### config.mk
export PLATFORM = sky130hd
export DESIGN_NAME = serial_subtractor
export DESIGN_NICKNAME = d
export VERILOG_FILES = /design/src/rtl/serial_subtractor.sv
export SDC_FILE = /design/constraint.sdc
export NUM_CORES = 1
export LEC_CHECK = 0
export ABC_CLOCK_PERIOD_IN_PS = 3930
export BUFFER_PORTS_ARGS = -buffer_cell sky130_fd_sc_hd__clkbuf_2
export CORE_MARGIN = 2
export CORE_UTILIZATION = 30
export DETAILED_ROUTE_END_ITERATION = 10
export GPL_ROUTABILITY_DRIVEN = 0
export PLACE_DENSITY = 0.56
export RECOVER_POWER = 50
export SYNTH_ARGS = -nofsm -noshare
export SYNTH_HDL_FRONTEND = slang
export SYNTH_SLANG_ARGS = --single-unit
### constraint.sdc
create_clock -name clk -period 3.93 [get_ports clk]
set_input_delay 0 -clock clk [delete_from_list [all_inputs] [get_ports clk]]
set_output_delay 0 -clock clk [all_outputs]
set_load 0.05 [all_outputs]
### src/rtl/serial_subtractor.sv
// serial_subtractor
//   Bit-serial subtract/complement unit. One full-subtractor cell, a borrow
//   flip-flop and three shift registers process one bit per clock, LSB first,
//   sequenced by an IDLE/RUN/DONE FSM.
//
//   Handshake: start is sampled only in IDLE or DONE. An accepted start
//   captures the operands and moves to RUN. busy is high for the WIDTH RUN
//   cycles. done is then high for exactly one cycle, and result/borrow/overflow
//   are valid from that cycle on. Those outputs hold their value until the next
//   DONE. start seen during RUN is dropped. busy and done are never high
//   together.
//
// Ports
//   clk       system clock, rising edge
//   rst       synchronous, active-high reset
//   start     request a new operation
//   mode      00: a-b   01: ~a   10: 0-a   11: b-a
//   a, b      operands (WIDTH bits), captured on an accepted start
//   busy      operation in progress
//   done      one-cycle completion pulse
//   result    difference or complement
//   borrow    unsigned borrow out of the MSB
//   overflow  signed (two's-complement) overflow
module serial_subtractor #(
    parameter int WIDTH = 8
) (
    input  logic             clk,
    input  logic             rst,
    input  logic             start,
    input  logic [1:0]       mode,
    input  logic [WIDTH-1:0] a,
    input  logic [WIDTH-1:0] b,
    output logic             busy,
    output logic             done,
    output logic [WIDTH-1:0] result,
    output logic             borrow,
    output logic             overflow
);

    localparam int CW = $clog2(WIDTH);

    typedef enum logic [1:0] {
        IDLE = 2'd0,
        RUN  = 2'd1,
        DONE = 2'd2
    } state_t;

    state_t           state_q;
    state_t           state_d;
    logic             accept;
    logic             last_bit;

    logic [WIDTH-1:0] x_q;      // minuend shift register
    logic [WIDTH-1:0] y_q;      // subtrahend shift register
    logic [WIDTH-1:0] r_q;      // result bits, filled from the MSB end
    logic             bin_q;    // borrow carried between bit cycles
    logic [CW-1:0]    cnt_q;
    logic [1:0]       mode_q;

    logic             cmp_mode;
    logic             d_bit;
    logic             bout;

    // Next-state logic
    always_comb begin
        state_d = state_q;
        accept  = 1'b0;
        unique case (state_q)
            IDLE: begin
                if (start) begin
                    accept  = 1'b1;
                    state_d = RUN;
                end
            end
            RUN: begin
                if (last_bit) begin
                    state_d = DONE;
                end
            end
            DONE: begin
                if (start) begin
                    accept  = 1'b1;
                    state_d = RUN;
                end else begin
                    state_d = IDLE;
                end
            end
            default: state_d = IDLE;
        endcase
    end

    assign busy     = (state_q == RUN);
    assign done     = (state_q == DONE);
    assign last_bit = (state_q == RUN) && (cnt_q == CW'(WIDTH - 1));

    // Full-subtractor cell. Ones' complement just inverts the minuend bit and
    // never produces a borrow.
    assign cmp_mode = (mode_q == 2'b01);
    always_comb begin
        d_bit = 1'b0;
        bout  = 1'b0;
        if (cmp_mode) begin
            d_bit = ~x_q[0];
            bout  = 1'b0;
        end else begin
            d_bit = x_q[0] ^ y_q[0] ^ bin_q;
            bout  = (~x_q[0] & y_q[0]) | (~(x_q[0] ^ y_q[0]) & bin_q);
        end
    end

    always_ff @(posedge clk) begin
        if (rst) begin
            state_q  <= IDLE;
            x_q      <= '0;
            y_q      <= '0;
            r_q      <= '0;
            bin_q    <= 1'b0;
            cnt_q    <= '0;
            mode_q   <= 2'b00;
            result   <= '0;
            borrow   <= 1'b0;
            overflow <= 1'b0;
        end else begin
            state_q <= state_d;
            if (accept) begin
                // Every mode is reduced to x - y, except ones' complement,
                // which only uses x.
                unique case (mode)
                    2'b00: begin x_q <= a;  y_q <= b;  end
                    2'b11: begin x_q <= b;  y_q <= a;  end
                    2'b10: begin x_q <= '0; y_q <= a;  end
                    default: begin x_q <= a; y_q <= '0; end
                endcase
                bin_q  <= 1'b0;
                cnt_q  <= '0;
                mode_q <= mode;
            end else if (state_q == RUN) begin
                x_q   <= x_q >> 1;
                y_q   <= y_q >> 1;
                r_q   <= {d_bit, r_q[WIDTH-1:1]};
                bin_q <= bout;
                cnt_q <= last_bit ? '0 : cnt_q + 1'b1;
                // The outputs are loaded on the MSB cycle so that they are
                // already visible in the DONE cycle. x_q[0]/y_q[0]/d_bit are
                // the MSB bits at this point.
                if (last_bit) begin
                    result   <= {d_bit, r_q[WIDTH-1:1]};
                    borrow   <= bout;
                    overflow <= !cmp_mode && (x_q[0] != y_q[0]) && (d_bit != x_q[0]);
                end
            end
        end
    end

endmodule

==> run_results.csv <==
group,metric,value,unit
run_status,outcome,"complete, no violations",
drt,routed_wl,4152,um
logic_synthesis,postSynthAreaPerCell,9.024,um2
drt,first_pass_iters,4,
logic_synthesis,synth_cell_types,31,
worst_setup_path,critical-path-slowest-cell,"clkinvlp_2",
pwr,ir_drop,0.2157,mV
worst_setup_path,cp.required,4140,ps
global_routing,first_global_vias,1454,
worst_setup_path,crit_fanout,25,
clock_tree,clkSlewWorstSetupHoldPaths,80,ps
drt,vias,1564,
timing,rsz0062_at_grt,"false",
final_layout,syn2layout_area_growth,13.60,%
clock_tree,clock_latency,300,ps
clock_tree,root_buffer,"clkbuf_8",
global_routing,grt_use_total,12.18,%
logic_synthesis,yosysTopAreaCellShare,42.90,%
logic_synthesis,syn-cell-area,0.001913,mm2
clock_tree,cts_setup_buffers,0,
clock_tree,postCtsResizedCells,0,
clock_tree,postCtsHoldBufs,0,
flow_run,drv_cap,0,
pwr,p_leak,0.7574,nW
timing,slew_violations,0,
timing,finalSetupTns,0,ps
logic_synthesis,synth.area.top_cells,"dfxtp_1, nand2_1, a21oi_1",
worst_setup_path,crit_arrival,2660,ps
final_layout,layout_common_cells,"nand2_1, dfxtp_1, a21oi_1, clkbuf_2, clkbuf_1",
logic_synthesis,syn_inst,212,
clock_tree,cts_made_buffers,5,
logic_synthesis,ys_warn_count,0,
final_layout,num_antenna_cells,0,
placed_design,port_buffers,32,
logic_synthesis,synth-seq-cells,41,
final_layout,drive_above_1_share,14.04,%
worst_setup_path,crit_path_start_kind,"flop",
worst_setup_path,cpPeakStageDelay,820,ps
floorplan,die_width,83.86,um
logic_synthesis,syn_nets,237,
final_layout,fillers,677,
worst_setup_path,critical_path.top_delay_family,"simple AND/OR/NAND/NOR gates",
worst_setup_path,rrSetupSlack,1470,ps
timing,finClkSkew,4.965,ps
global_routing,antenna_found_initial,0,
final_layout,layout.area.seq,820.8,um2
clock_tree,cts_tree,"done",
final_layout,multi_input_area,959.7,um2
clock_tree,htreeDepth,2,
final_layout,fin_nets,259,
hold_path,hold_path_class,"input pin to flop",
pwr,p_per_area,438.5,mW/mm2
drt,wire_per_inst,13.31,um
timing,finalHoldViolCount,0,
global_routing,grt_pass1_wl,7017,um
timing,worst_pin_slew,981.6,ps
timing,max_slew_margin,34.56,%
global_routing,grt_start_max_net_pins,47,
clock_tree,cts_sinks,41,
floorplan,core-area,0.006241,mm2
drt,route.detailed.drc,0,
floorplan,initial_utilization,30.65,%
logic_synthesis,synth-seq-area-share,42.90,%
timing,fin_crit,2459,ps
logic_synthesis,synth_area_leader_cell,"dfxtp_1",
worst_setup_path,critPathKind,"flop to flop",
drt,postRouteAntennaNets,0,
timing,fmax,0.4067,GHz
worst_setup_path,path_buf_inv,1,
floorplan,die_y,83.86,um
worst_setup_path,path_cells,"nand2b_4 -> clkinvlp_2 -> or4_1 -> o221ai_1",
drt,drt_iter0_markers,80,
clock_tree,clk_path_buf_depth,2,
global_routing,gr-total-overflow,0,
floorplan,rows,29,
pwr,total_power,0.9530,mW
timing,setup_viol,0,
drt,avgViaCountPerCell,5.013,
timing,min_period_over_period,62.56,%
placed_design,dp.final_hpwl,2779,um
worst_setup_path,endpoint_kind,"flop",
floorplan,io_pins,33,
floorplan,die_area,0.007032,mm2
## area by class of cell
type | count | area share (%)
Inverter | 4 | 0.7484
Clock inverter | 3 | 2.994
Multi-Input combinational cell | 150 | 44.16
Clock buffer | 5 | 3.166
Sequential cell | 41 | 37.77
Tap cell | 77 | 4.433
Timing Repair Buffer | 32 | 6.736
## layer usage
layer	vias to the layer above	global-route usage, %	wire [um]
li1	810	-	-
met1	709	17.50	2134
met2	41	17.38	1771
met3	4	3.363	203
met4	0	4.399	42
met5	-	0	0
## flip-flops by register name (all words and copies together) (netlist names)
register  cells
state_q       2
result        8
y_q           8
overflow      1
cnt_q         3
x_q           8
bin_q         1
mode_q        2
r_q           7
borrow        1
## cells in the mapped netlist
cell and number:
clkbuf_1 5, a311oi_1 8, a211oi_1 9, nand3b_1 3, a221oi_1 1, o21a_1 1
buf_4 4, nand2b_4 2, xor2_1 1, o221ai_1 7, dfxtp_1 41, nor2b_1 10
inv_1 3, a21oi_1 22, nor3_1 2, inv_4 1, or4_1 1, or3_1 1
buf_2 5, nand4b_1 7, a22oi_1 7, and3b_1 1, mux2i_1 8, nand2b_1 3
nand2_1 41, fa_1 1, a2bb2oi_1 1, buf_6 3, and4bb_2 2, ha_1 3
nor2_1 8
## tightest hold or removal path: stages
cell and delay (ps):
clkbuf_2 90, a22oi_1 70, o221ai_1 170
## report_power, final
group	switching (mW)	total, mW	internal [mW]	leakage (nW)
clock	0.150	0.403	0.252	0.0681
combinational	0.0634	0.105	0.0415	0.355
sequential	0.0125	0.446	0.433	0.334
total	0.226	0.953	0.727	0.757
## metrics by stage
step           utilization, %  hold WS (ps)  cells  area (um2)  setup WS (ps)
3_5_place_dp            33.04         358.7    304        2062           2389
6_report                34.82         61.73    312        2173           1471
5_1_grt                 34.82         76.12    312        2173           1227
4_1_cts                 35.18         52.03    312        2196           2240
3_3_place_gp            33.04         343.8    304        2062           2428
2_1_floorplan               -         204.3    212        1913           2600
## cell families (layout without fill, tap and decap cells)
logic type	after synthesis	in the layout	synth area share, %
adder cells (fa/ha/maj)	4	4	3.009
XOR/XNOR	1	1	0.4579
multiplexers	8	8	4.186
buffers and inverters	21	44	6.540
flip-flops	41	41	42.90
AO/OA/AOI/OAI	56	56	20.21
AND/OR/NAND/NOR	81	81	22.70
## path summary, 6_finish.rpt
path | startpoint | to | depth (start not counted)
worst min-delay path | b[0] | y_q[0] | 3
worst min register to register | mode_q[1] | mode_q[1] | 2
worst max register to register | state_q[1] | y_q[0] | 4
worst max-delay path | state_q[1] | y_q[0] | 4
Note: power is estimated with default switching activity, not from simulation.
